File: src/rtl/pipe_stage_chain.sv
`default_nettype none
// ============================================================================
// Module      : pipe_stage_chain
// Description : Parametrised chain of STAGES pipeline registers (IF/ID, ID/EX,
//               EX/MEM, MEM/WB by default). Each stage carries a valid bit and
//               a DATA_W payload. Supports per-stage stall with bubble
//               collapsing, per-stage flush (redirect) and saturating
//               retire/bubble performance counters.
// Revision    : 1.0 - initial release
// ----------------------------------------------------------------------------
// Parameters
//   DATA_W  payload width per stage
//   STAGES  number of pipeline registers (legal range 2..8)
//   CNT_W   width of each performance counter
// Ports
//   clk          rising-edge clock
//   rst_n        asynchronous active-low reset
//   in_valid     IF presents a bundle
//   in_data      bundle from IF
//   in_ready     stage 0 accepts this cycle (combinational)
//   stall_req    bit k: consumer of stage k cannot take it this cycle
//   flush_req    bit k: kill stages 0..k at this edge
//   stage_valid  registered valid bit per stage
//   stage_data   registered payloads, stage k at [k*DATA_W +: DATA_W]
//   out_valid    valid bit of the last stage
//   out_data     payload of the last stage
//   retire_cnt   bundles that left the last stage (saturating)
//   bubble_cnt   cycles with the last stage invalid (saturating)
// ============================================================================
module pipe_stage_chain #(
  parameter int DATA_W = 32,
  parameter int STAGES = 4,
  parameter int CNT_W  = 16
) (
  input  logic                     clk,
  input  logic                     rst_n,
  input  logic                     in_valid,
  input  logic [DATA_W-1:0]        in_data,
  output logic                     in_ready,
  input  logic [STAGES-1:0]        stall_req,
  input  logic [STAGES-1:0]        flush_req,
  output logic [STAGES-1:0]        stage_valid,
  output logic [STAGES*DATA_W-1:0] stage_data,
  output logic                     out_valid,
  output logic [DATA_W-1:0]        out_data,
  output logic [CNT_W-1:0]         retire_cnt,
  output logic [CNT_W-1:0]         bubble_cnt
);

  localparam logic [CNT_W-1:0] c_cnt_one = {{(CNT_W-1){1'b0}}, 1'b1};
  localparam logic [CNT_W-1:0] c_cnt_max = {CNT_W{1'b1}};

  logic [STAGES-1:0] w_valid;
  logic [DATA_W-1:0] w_data [STAGES];
  logic [STAGES-1:0] w_hold;
  logic [STAGES-1:0] w_kill;

  logic [CNT_W-1:0]  r_retire_cnt;
  logic [CNT_W-1:0]  r_bubble_cnt;
  logic              w_retire;

  // --------------------------------------------------------------------------
  // Hold chain, evaluated from the WB end backwards. An invalid stage never
  // holds, which is what lets stages behind a bubble keep advancing.
  // --------------------------------------------------------------------------
  always_comb begin
    w_hold = '0;
    w_hold[STAGES-1] = w_valid[STAGES-1] & stall_req[STAGES-1];
    for (int k = STAGES - 2; k >= 0; k--) begin
      w_hold[k] = w_valid[k] & (stall_req[k] | w_hold[k+1]);
    end
  end

  // --------------------------------------------------------------------------
  // Kill mask: a flush at stage k kills everything at or behind k, so
  // kill[j] is the OR of flush_req[STAGES-1:j]. kill[0] doubles as the
  // source kill for the incoming bundle.
  // --------------------------------------------------------------------------
  always_comb begin
    w_kill = '0;
    w_kill[STAGES-1] = flush_req[STAGES-1];
    for (int k = STAGES - 2; k >= 0; k--) begin
      w_kill[k] = flush_req[k] | w_kill[k+1];
    end
  end

  // in_ready deliberately ignores flush: an input taken during a flush is
  // consumed and dropped via the source kill.
  assign in_ready = ~w_hold[0];

  // --------------------------------------------------------------------------
  // Stage registers
  // --------------------------------------------------------------------------
  for (genvar j = 0; j < STAGES; j++) begin : g_stage
    logic              r_v;
    logic [DATA_W-1:0] r_d;
    logic              w_src_valid;
    logic [DATA_W-1:0] w_src_data;
    logic              w_src_hold;
    logic              w_src_kill;

    if (j == 0) begin : g_head
      assign w_src_valid = in_valid;
      assign w_src_data  = in_data;
      assign w_src_hold  = 1'b0;
      assign w_src_kill  = w_kill[0];
    end else begin : g_body
      assign w_src_valid = w_valid[j-1];
      assign w_src_data  = w_data[j-1];
      assign w_src_hold  = w_hold[j-1];
      assign w_src_kill  = w_kill[j-1];
    end

    // Kill only clears the valid bit; the payload follows the normal
    // hold/load rule since it is meaningless once invalid.
    always_ff @(posedge clk or negedge rst_n) begin
      if (!rst_n) begin
        r_v <= 1'b0;
        r_d <= '0;
      end else begin
        if (!w_hold[j]) begin
          r_d <= w_src_data;
        end
        if (w_kill[j]) begin
          r_v <= 1'b0;
        end else if (!w_hold[j]) begin
          r_v <= w_src_valid & ~w_src_hold & ~w_src_kill;
        end
      end
    end

    assign w_valid[j]                        = r_v;
    assign w_data[j]                         = r_d;
    assign stage_data[j*DATA_W +: DATA_W]    = r_d;
  end

  assign stage_valid = w_valid;
  assign out_valid   = w_valid[STAGES-1];
  assign out_data    = w_data[STAGES-1];

  // --------------------------------------------------------------------------
  // Performance counters (saturating)
  // --------------------------------------------------------------------------
  assign w_retire = w_valid[STAGES-1] & ~stall_req[STAGES-1] & ~flush_req[STAGES-1];

  always_ff @(posedge clk or negedge rst_n) begin
    if (!rst_n) begin
      r_retire_cnt <= '0;
      r_bubble_cnt <= '0;
    end else begin
      if (w_retire && (r_retire_cnt != c_cnt_max)) begin
        r_retire_cnt <= r_retire_cnt + c_cnt_one;
      end
      if (!w_valid[STAGES-1] && (r_bubble_cnt != c_cnt_max)) begin
        r_bubble_cnt <= r_bubble_cnt + c_cnt_one;
      end
    end
  end

  assign retire_cnt = r_retire_cnt;
  assign bubble_cnt = r_bubble_cnt;

endmodule
`default_nettype wire

File: config.mk
export PLATFORM = sky130hd
export DESIGN_NAME = pipe_stage_chain
export DESIGN_NICKNAME = d
export VERILOG_FILES = /design/src/rtl/pipe_stage_chain.sv
export SDC_FILE = /design/constraint.sdc
export NUM_CORES = 1
export LEC_CHECK = 0
export ABC_CLOCK_PERIOD_IN_PS = 2400
export CORE_UTILIZATION = 63
export DETAILED_ROUTE_END_ITERATION = 7
export DONT_BUFFER_PORTS = 1
export PLACE_DENSITY = 0.79
export SETUP_SLACK_MARGIN = 0.5
export SYNTH_ARGS = -nofsm -noshare
export SYNTH_HDL_FRONTEND = slang
export SYNTH_SLANG_ARGS = --single-unit
File: constraint.sdc
create_clock -name clk -period 2.4 [get_ports clk]
set_clock_uncertainty 0.1 [all_clocks]
set_input_delay 0.48 -clock clk [delete_from_list [all_inputs] [get_ports clk]]
set_output_delay 0.48 -clock clk [all_outputs]
set_load 0.01 [all_outputs]
### After elaboration in Yosys (flattened, before gate mapping)

Index checks and enable logic that the tools add are counted.

| word-level totals | value |
|---|---|
| register bits after elaboration | 164 |
| bits in latches | 0 |
| bits in writable memories | 0 |
| memory bits (read-only) | 0 |
| output and inout port bits | 198 |
| logic and storage cells | 56 |
| memories kept | 0 |

| cells by class | value |
|---|---|
| add/subtract/negate cells | 2 |
| multiply operators | 0 |
| div/mod/pow operators | 0 |
| order comparisons | 0 |
| equality and inequality tests | 6 |
| shift-type cells | 0 |
| multiplexer cells | 8 |
| bitwise operators | 27 |
| reductions and logical operators | 3 |

Operator list:

| cell | number |
|---|---|
| $add A16 B1 Y16 const B | 2 |
| $ne A16 B16 Y1 const B | 2 |
| $and A1 B1 Y1 | 13 |
| $mux W1 | 8 |
| $not A1 Y1 | 8 |
| $ne A2 B1 Y1 const B | 3 |
| $or A1 B1 Y1 | 6 |
| $logic_and A1 B1 Y1 | 2 |
| $ne A2 B2 Y1 const B | 1 |
| $logic_not A1 Y1 | 1 |

### Depth between registers and ports, before layout

| logic depth | value |
|---|---|
| depth in word-level cells | 12 |
| mapped depth | 8 |

### Worst setup path after synthesis

Ideal clock, no wire load.

| timing path | value |
|---|---|
| path kind | reg2reg |
| start point | register g_stage[3].r_v, in the netlist out_valid |
| end point | register g_stage[1].r_d[10] |
| arrival time | 1.827 ns |
| slack | 0.347 ns |
| stages on the path, launching flop included | 9 |
| path buffers | 4 |
| cell sequence | dfrtp_1 > buf_6 > and2_4 > buf_6 > o21a_1 > buf_6 > o21ai_4 > buf_8 > mux2_4 |

| between the ends | value |
|---|---|
| longest elaborated chain between the ends | 5 |

RTL lines:

| item | RTL line | text |
|---|---|---|
| from (decl) | 95 | `logic r_v;` |
| from (signal assigned) | 127 | `r_v <= w_src_valid & ~w_src_hold & ~w_src_kill;` |
| $and A1 B1 Y1 | 68 | `w_hold[STAGES-1] = w_valid[STAGES-1] & stall_req[STAGES-1];` |
| $or A1 B1 Y1 | 70 | `w_hold[k] = w_valid[k] & (stall_req[k] \| w_hold[k+1]);` |
| $and A1 B1 Y1 | 70 |  |
| $or A1 B1 Y1 | 70 |  |
| $and A1 B1 Y1 | 70 |  |
| to (signal assigned) | 122 | `r_d <= w_src_data;` |
| to (decl) | 96 | `logic [DATA_W-1:0] r_d;` |

No other way between the ends.
A chain may end at the register's enable or synchronous reset.

### Worst setup path in the final report

| timing path | value |
|---|---|
| start point | register g_stage[3].r_v, in the netlist out_valid |
| end point | register g_stage[1].r_d[23] |

The elaborated chain is that of the path after synthesis.

==> metrics.txt <==
Buf/Inv on CP=4; Synth top area share=about three fifths; Ports=241; GRT Util Overall=between 20% and 30%; CTS Sinks=164; max_cap viols=0; antenna-violating nets left=0; slowest stage delay, CP=0.47 ns; final net count=618; Post-Route WL=16100 um; pre-CTS setup slack=0.351 ns; DR WL/cell=~22 um; detailed placer's ending HPWL=9890 um; PortBufs=0; setup TNS=0 ns; HP Class=input pin to async pin; slew at the pin closest to its max-slew limit=roughly 0.43 ns; Syn Inst Count=roughly 550; CTS Hold Bufs=37; # diodes=0; final worst path period share=just under 90%; Final Max Tran Viols=0; global-route wire length before repair=23700 um; critical path's top delay family=buffers and inverters; Power Density=743 nW/um2; core area=10800 um2; Synth cell types=49; clock tree buffer depth=2; CP max FO=5; Placed Instances=643; Syn-to-layout area delta=16.6%; fraction of registers with async set/reset=100%; Initial Util=~64%; RSZ-0062 raised after global routing=true; YS warnings=0; crit path cell chain=and2_4, buf_4, buf_6, o21a_4, o21ai_4, buf_12, clkbuf_16, mux2_4; CP endpoint kind=register; Seq/Total Area, Yosys=59.0%; Yosys top cell by area=dfrtp_1; total gr overflow=0; H-tree levels=4; violations in the final reports=hold timing; vias in the first global route=around 4400; reg2reg start=out_valid$_DFFE_PN0P_; Die Y=107 um; DRC violations left=0; main area contributors after synthesis=dfrtp_1 59%, mux2_2 13%, nand2_1 5.7%; Num CTS Buffers=17; Root Driver=clkbuf_8; largest net degree at the start of global routing=165; Via Count=4321; fmax=0.482 GHz; CP Data Required Time=2.71 ns; setup slack after layout=0.323 ns; Rel. slew slack=slightly above 70%; Critical Path Start Type=register; CTS tree=yes; fin cells=726; 1st-iter DRT viols=255; Syn Nets=590; die width=107 um; Tmin final=2.08 ns; Vias/cell=5.95; Die Area=11500 um2; Initial DRT Pass Iterations=4; final hold viol count=between 150 and 200; Worst-Skew Late Latency=0.52 ns; row cnt=38; Mapped Avg Cell Area=12.8 um2; Crit-path slowest cell=dfrtp_2; Synth Cell Area=between 6000 and 7000 um2; crit path launch=out_valid$_DFFE_PN0P_; #FFs+latches synth=164; clk slew on worst S/H paths=0.06 ns; status=complete, but fails checks; Max IR drop VDD=0.604 mV; critical path type=register to register; Setup-failing EPs final=0; placer congestion estimate=0.878; Util after Layout=about three quarters; share of layout cells above drive strength 1=32.9%; Top FF cell, synth=dfrtp_1; EDFF count, synth=0; initial antenna violation count=0; Min Hold Slack=-0.453 ns; Pleak=~3.6 nW; Worst Path Arrival=around 2.4 ns
[path summary, 6_finish.rpt]
kind,endpoint,slack [ns],cells past startpoint
max reg2reg,g_stage[1].r_d[23]$_DFFE_PN0N_,0.32,8
min,bubble_cnt[12]$_DFFE_PN0P_,-0.45,0
min in group clk,retire_cnt[0]$_DFFE_PN0P_,0.06,3
max,g_stage[1].r_d[23]$_DFFE_PN0N_,0.32,8
max in group asynchronous,retire_cnt[5]$_DFFE_PN0P_,2.32,0
min reg2reg,bubble_cnt[5]$_DFFE_PN0P_,0.46,1
[cell usage in the layout (no fill, tap or decap), drive strengths merged, types with 2 or more instances in the layout]
| master | n |
|---|---|
| dfrtp | 164 |
| inv | 6 |
| nor4 | 6 |
| a2111oi | 2 |
| and4 | 2 |
| and3 | 4 |
| or3b | 2 |
| a21oi | 7 |
| xnor2 | 16 |
| nand3 | 13 |
| clkinvlp | 3 |
| dlygate4sd3 | 37 |
| and2 | 3 |
| nand2 | 106 |
| bufinv | 2 |
| mux2 | 98 |
| clkbuf | 25 |
| xor2 | 8 |
| a31oi | 3 |
| nor2 | 8 |
| nand4 | 9 |
| o21a | 3 |
| ha | 2 |
| nor3 | 5 |
| a211oi | 3 |
| buf | 24 |
| o21ai | 9 |
| clkinv | 4 |
[registers in the layout (all words and copies together), names as in the netlist]
register / count
out_data: 32
retire_cnt: 16
g_stage.r_v: 3
bubble_cnt: 16
out_valid: 1
g_stage.r_d: 96
[stage by stage]
stage,hold slack [ns],cell area (um2),total power [mW]
after floorplan,0.0844,6980,3.36
after global placement,0.0873,6860,3.37
after detailed placement,0.0875,6860,3.40
after CTS,-0.488,7880,6.04
after global routing,-0.485,8120,6.22
final,-0.453,8120,6.03
[timing repair]
item	CTS	global route
endpoints found under the setup margin	53	78
endpoints found under the hold margin	200	164
buffers inserted	6	5
pin swaps	6	6
resized for setup	13	32
cloned	0	3
[report_power, final]
part / total [mW] / internal, mW / switching, mW
Combinational: 0.228 / 0.151 / 0.0771
Clock: 2.60 / 1.56 / 1.04
Sequential: 3.20 / 2.92 / 0.284
[area by class of cell]
class,count,area [um2]
sequential,164,4120
fill,654,2680
multi-input combinational,321,2560
timing repair buffer,63,664
clock buffer,23,467
tap,140,175
clock inverter,9,103
inverter,6,22.5
[metal layers]
layer | global-route usage, % | up-vias | wire length [um]
met3 | 11.7 | 16 | 1420
li1 | - | 1889 | -
met1 | 31.3 | 2202 | 6130
met4 | 12.1 | 0 | 240
met2 | 46.9 | 214 | 8280
met5 | 0 | - | 0
[kinds of logic after synthesis]
kind of cell | synth area share [%]
fa+ha+maj | 0.359
xor+xnor | 3.02
buf+inv | 6.00
flops | 59.0
compound gates | 3.20
mux | 16.9
simple gates | 11.5
[cells in the mapped netlist, types with 2 or more instances]
| library cell | count |
|---|---|
| dfrtp_1 | 164 |
| nand2_1 | 106 |
| mux2_2 | 78 |
| buf_4 | 39 |
| mux2_4 | 20 |
| xnor2_1 | 16 |
| nand3_1 | 13 |
| clkbuf_1 | 9 |
| nand4_1 | 8 |
| nor2_1 | 8 |
| xor2_1 | 8 |
| a21oi_1 | 6 |
| inv_1 | 6 |
| o21ai_0 | 6 |
| and3_1 | 4 |
| nor3_1 | 4 |
| a211oi_1 | 3 |
| a31oi_1 | 3 |
| buf_6 | 3 |
| nor4_1 | 3 |
| o21a_1 | 3 |
| a2111oi_0 | 2 |
| and2_1 | 2 |
| and4_1 | 2 |
| buf_8 | 2 |
| ha_1 | 2 |
| nor4_4 | 2 |
| o21ai_4 | 2 |
Note: power is estimated with default switching activity, not from simulation.
==> patch 1, RTL diff (config.mk and constraints unchanged) <==
Change the parameter `CNT_W` from 16 to 32.
--- a/src/rtl/pipe_stage_chain.sv
+++ b/src/rtl/pipe_stage_chain.sv
@@ -30,7 +30,7 @@
 module pipe_stage_chain #(
   parameter int DATA_W = 32,
   parameter int STAGES = 4,
-  parameter int CNT_W  = 16
+  parameter int CNT_W  = 32
 ) (
   input  logic                     clk,
   input  logic                     rst_n,
Ports: changed (resized bubble_cnt and retire_cnt); port bits go from 241 to 273. The function was not compared with the original's and may differ.
==> patch 1 against the unedited design <==
- sequential power is 19% higher
- routed wire length grew 34%
- largest cell class unchanged
- hold slack improved by 99 ps
- combinational power grew 78%
- the run still ends with negative hold slack left
- power rose by 17%
- critical endpoint is now in_ready
- highest routed layer unchanged
- synthesized area is 20% higher
- final area rose by 24%
- setup slack lost 180 ps
- sequential cell count rose by 32
- non-clock buffer count is 5 higher
==> patch 1: results (changes against the unedited design) <==
Run status:
- Run status: finished, violations left (unchanged).
- Failing checks: negative hold slack (unchanged).

Drt:
- The violation count after the first detailed-route iteration is 473 (was 255).
- The ratio of routed vias to standard cells is 6.51 (was 5.95).

Global routing:
- The first-pass GRT wire length is 29.2 mm (was 23.7 mm).
- The overall fraction of global-route tracks in use is 28.7% (was 28.0%).

Clocking:
- The number of setup buffers added after CTS is 26 (was 6).
- The clock latency on the worst-skew pair is 420 ps (was 520 ps).
- The post-cts gate resize count is 66 (was 13).

STA:
- The worst hold slack across all endpoints is -354 ps (was -453 ps).
- The final number of hold-violating endpoints is 196 (was 164).

Final layout:
- The number of multi-input logic gates was 361 (was 321).
- The final-layout fill cell count is 684 (was 654).
- The share of final-layout standard cells stronger than drive strength 1 came to 53.8% (was 32.9%).
- The fraction of area in registers is 49.4% (was 50.8%).
- The area of combinational cells with multiple inputs came to 3570 sq um (was 2560 sq um).
- The final layout net count is 695 (was 618).

Power:
- The leakage power figure is 4.42 nW (was 3.63 nW).
- The switching share of power is 25.1% (was 23.3%).
- The combinational group power is 0.405 mW (was 0.228 mW).
- The proportion of power drawn by flip-flops and latches is 54.3% (was 53.1%).

Synthesis:
- Most area-consuming cells after synthesis: dfrtp_1, mux2_2, xnor2_1 (was dfrtp_1, mux2_2, nand2_1).
- The share of synthesized cell area in full adder, half adder and majority cells is 0.299% (was 0.360%).
- The post-synthesis cell type count is 54 (was 49).
- The average instance area after synthesis is 13.6 sq um (was 12.8 sq um).
- The number of nets produced by synthesis is 660 (was 590).
- The synthesized netlist cell count is 615 (was 545).

Critical path:
- The maximum fanout along the worst path is 8 (was 5).

Placed design:
- The cell count after placement is 746 (was 643).
patch 1: path summary, 6_finish.rpt:
path	slack [ps]	endpoint	depth (start not counted)	startpoint
max	140	in_ready	5	out_valid$_DFFE_PN0P_
min	-350	bubble_cnt[13]$_DFFE_PN0P_	0	rst_n
max reg2reg	230	g_stage[0].r_d[6]$_DFFE_PN0P_	10	out_valid$_DFFE_PN0P_
min reg2reg	420	retire_cnt[27]$_DFFE_PN0P_	1	retire_cnt[27]$_DFFE_PN0P_
max in group asynchronous	2240	retire_cnt[1]$_DFFE_PN0P_	0	rst_n
min in group clk	20	g_stage[0].r_v$_DFFE_PN0P_	1	flush_req[0]
patch 1: routing by layer:
metal | routed length (um) | track usage (%) | up-vias | share of wire, %
met5 | 0 | 0 | - | 0
met4 | 822 | 11.7 | 0 | 3.8
met3 | 2110 | 10.2 | 77 | 9.8
met2 | 10900 | 48.5 | 372 | 51
met1 | 7610 | 33.2 | 2770 | 35
li1 | - | - | 2215 | -
==> patch 2, RTL diff (same flow settings) <==
Without the edit above. Make the reset (`rst_n`) synchronous in 2 clocked blocks. Comments in the files are not updated.
--- a/src/rtl/pipe_stage_chain.sv
+++ b/src/rtl/pipe_stage_chain.sv
@@ -113,7 +113,7 @@
 
     // Kill only clears the valid bit; the payload follows the normal
     // hold/load rule since it is meaningless once invalid.
-    always_ff @(posedge clk or negedge rst_n) begin
+    always_ff @(posedge clk) begin
       if (!rst_n) begin
         r_v <= 1'b0;
         r_d <= '0;
@@ -143,7 +143,7 @@
   // --------------------------------------------------------------------------
   assign w_retire = w_valid[STAGES-1] & ~stall_req[STAGES-1] & ~flush_req[STAGES-1];
 
-  always_ff @(posedge clk or negedge rst_n) begin
+  always_ff @(posedge clk) begin
     if (!rst_n) begin
       r_retire_cnt <= '0;
       r_bubble_cnt <= '0;
Function: differs if rst_n is asserted again (counterexample within 4 cycles, from zero or initial values and one cycle with rst_n low); with rst_n held inactive, the same outputs for 4 cycles.
==> patch 2 against the unedited design <==
- maximum frequency rose by 4.3%
- final cell count rose by 34%
- synthesized area fell by 3.4%
- non-clock buffer count rose by 1
- setup slack improved by 85 ps
- sequential cell count did not move
- largest cell class unchanged
- final area fell by 4.1%
- power fell by 1.8%
- routed wire length rose by 22%
- count of clock-buffer cells in the layout fell by 5
- critical path depth fell by 4
==> patch 2: results (changes against the unedited design) <==
Run status:
- Run status: finished clean (was finished, violations left).

Global routing:
- The number of global-route vias before repair is 5,644 (was 4,411).
- The global-route track usage on met2 is 54.2% (was 46.9%).
- The met3 capacity usage during global routing is 8.16% (was 11.7%).
- The pin count of the biggest net entering global routing is 76 (was 165).
- The met1 track utilization from global routing is 45.2% (was 31.3%).
- The first-pass GRT wire length is 30.2 mm (was 23.7 mm).
- The overall fraction of global-route tracks in use is 34.3% (was 28.0%).

Synthesis:
- Most area-consuming cells after synthesis: dfxtp_1, a21oi_1, nand2_1 (was dfrtp_1, mux2_2, nand2_1).
- The sequential-to-total area share from yosys stat is 48.8% (was 59.0%).
- The post-synthesis cell type count is 47 (was 49).
- Most frequent cells after synthesis: dfxtp_1, nand2_1, a21oi_1 (was dfrtp_1, nand2_1, mux2_2).
- The number of nets produced by synthesis was 879 (was 590).
- The average instance area after synthesis is 8.06 sq um (was 12.8 sq um).
- The post-synthesis async set-or-reset flop share came to 0% (was 100%).

Drt:
- The total met3 wirelength after detailed routing is 1.62 mm (was 1.42 mm).
- The number of search-and-repair iterations in the first detailed-routing pass is 5 (was 4).
- The violation count after the first detailed-route iteration is 678 (was 255).
- The via count is 6,186 (was 4,321).
- The post-detailed-routing wire length is 19.5 mm (was 16.1 mm).
- The met2 layer wire length in the routed design is 9.19 mm (was 8.28 mm).
- The total routed wire length on the met1 layer is 8.20 mm (was 6.13 mm).

Placed design:
- The worst slack after detailed placement came to 288 ps (was 351 ps).
- The estimated wirelength of the detail-placed design is 12.6 mm (was 9.89 mm).
- The standard cell area after detailed placement was 6600 sq um (was 6860 sq um).
- The cell count after placement came to 895 (was 643).
- The final weighted congestion in routability-driven placement is 0.858 (was 0.878).

Critical path:
- The worst reg2reg path depth is 4 (was 8).
- The slowest stage cell on the critical path is or4_4 (was dfrtp_2).
- The destination of the critical timing path is retire_cnt[8]$_SDFFE_PN0P_ (was g_stage[1].r_d[23]$_DFFE_PN0N_).
- The data arrival time of the worst path was 2350 ps (was 2390 ps).
- The category of cells accounting for the largest share of critical-path delay is simple AND/OR/NAND/NOR gates (was buffers and inverters).
- The maximum fanout along the worst path is 7 (was 5).
- The worst setup path startpoint is out_valid$_SDFFE_PP0N_ (was out_valid$_DFFE_PN0P_).
- The delay of the slowest critical-path stage is 490 ps (was 470 ps).
- The setup slack of the most critical reg-to-reg path was 410 ps (was 320 ps).

Final layout:
- The final layout net count is 868 (was 618).
- The share of final-layout standard cells stronger than drive strength 1 came to 12.2% (was 32.9%).
- The final instance count without filler cells came to 972 (was 726).

Power:
- The leakage power figure is 2.60 nW (was 3.63 nW).
- The clock network fraction of total power is 46.5% (was 43.1%).
- The switching share of power is 25.2% (was 23.3%).
- The maximum resistive drop on vdd is 0.529 mV (was 0.604 mV).

Clocking:
- The depth of the CTS H-tree is 4 (unchanged).
- The clock latency on the worst-skew pair is 530 ps.

STA:
- The final critical delay including setup and external delays is 1990 ps (was 2080 ps).

Worst hold path:
- The type of the tightest min-delay check is in2reg (was in2async).
[patch 2: changes by cell type after synthesis, moves of 52 or more]
cell	change
nand3_1	+60
dfxtp_1	+164
dfrtp_1	-164
mux2_2	-78
a21oi_1	+140
o21ai_0	+63
nand2_1	+52
[patch 2: kinds of logic after synthesis]
family / synth area share, %
muxes: 2.23
adders and majority gates: 0.372
buffers and inverters: 7.65
xor gates and xnor gates: 0.391
AOI/OAI and AO/OA: 19.1
DFF: 48.8
and+or+nand+nor: 21.4
[patch 2: final cells by class]
type,count,area (sq um)
clock buffers,18,418
flip-flops and latches,164,3310
fillers,769,2540
clock inverters,14,183
multi-input cells,569,3080
well taps,136,170
inverters,7,28.8
repair buffers,64,593
[patch 2: through the flow]
stage / utilization (%) / power (mW)
2_1_floorplan: - / 3.12
3_3_place_gp: 63.9 / 3.18
3_5_place_dp: 63.9 / 3.19
4_1_cts: 74.1 / 5.91
5_1_grt: 75.4 / 6.08
6_report: 75.4 / 5.92
[patch 2: how the worst min path moves through the flow]
stage | endpoint | slack, ps | depth (start not counted)
after floorplan | g_stage[2].r_d[0]$_SDFFE_PN0N_ | 390 | 2
after global placement | g_stage[2].r_d[26]$_SDFFE_PN0N_ | 410 | 2
after detailed placement | g_stage[2].r_d[18]$_SDFFE_PN0N_ | 420 | 2
after CTS | bubble_cnt[3]$_SDFFE_PN0P_ | 0.3 | 2
after global routing | bubble_cnt[3]$_SDFFE_PN0P_ | 4 | 2
final | bubble_cnt[3]$_SDFFE_PN0P_ | 10 | 2
[patch 2: repair_timing]
| item | 4_1_cts | 5_1_grt |
|---|---|---|
| buffers inserted | 7 | 3 |
| setup endpoints to repair | 49 | 54 |
| resized for setup | 20 | 26 |
| endpoints found under the hold margin | 27 | 1 |
| pin swaps | 4 | 5 |
| hold buffers | 34 | 1 |
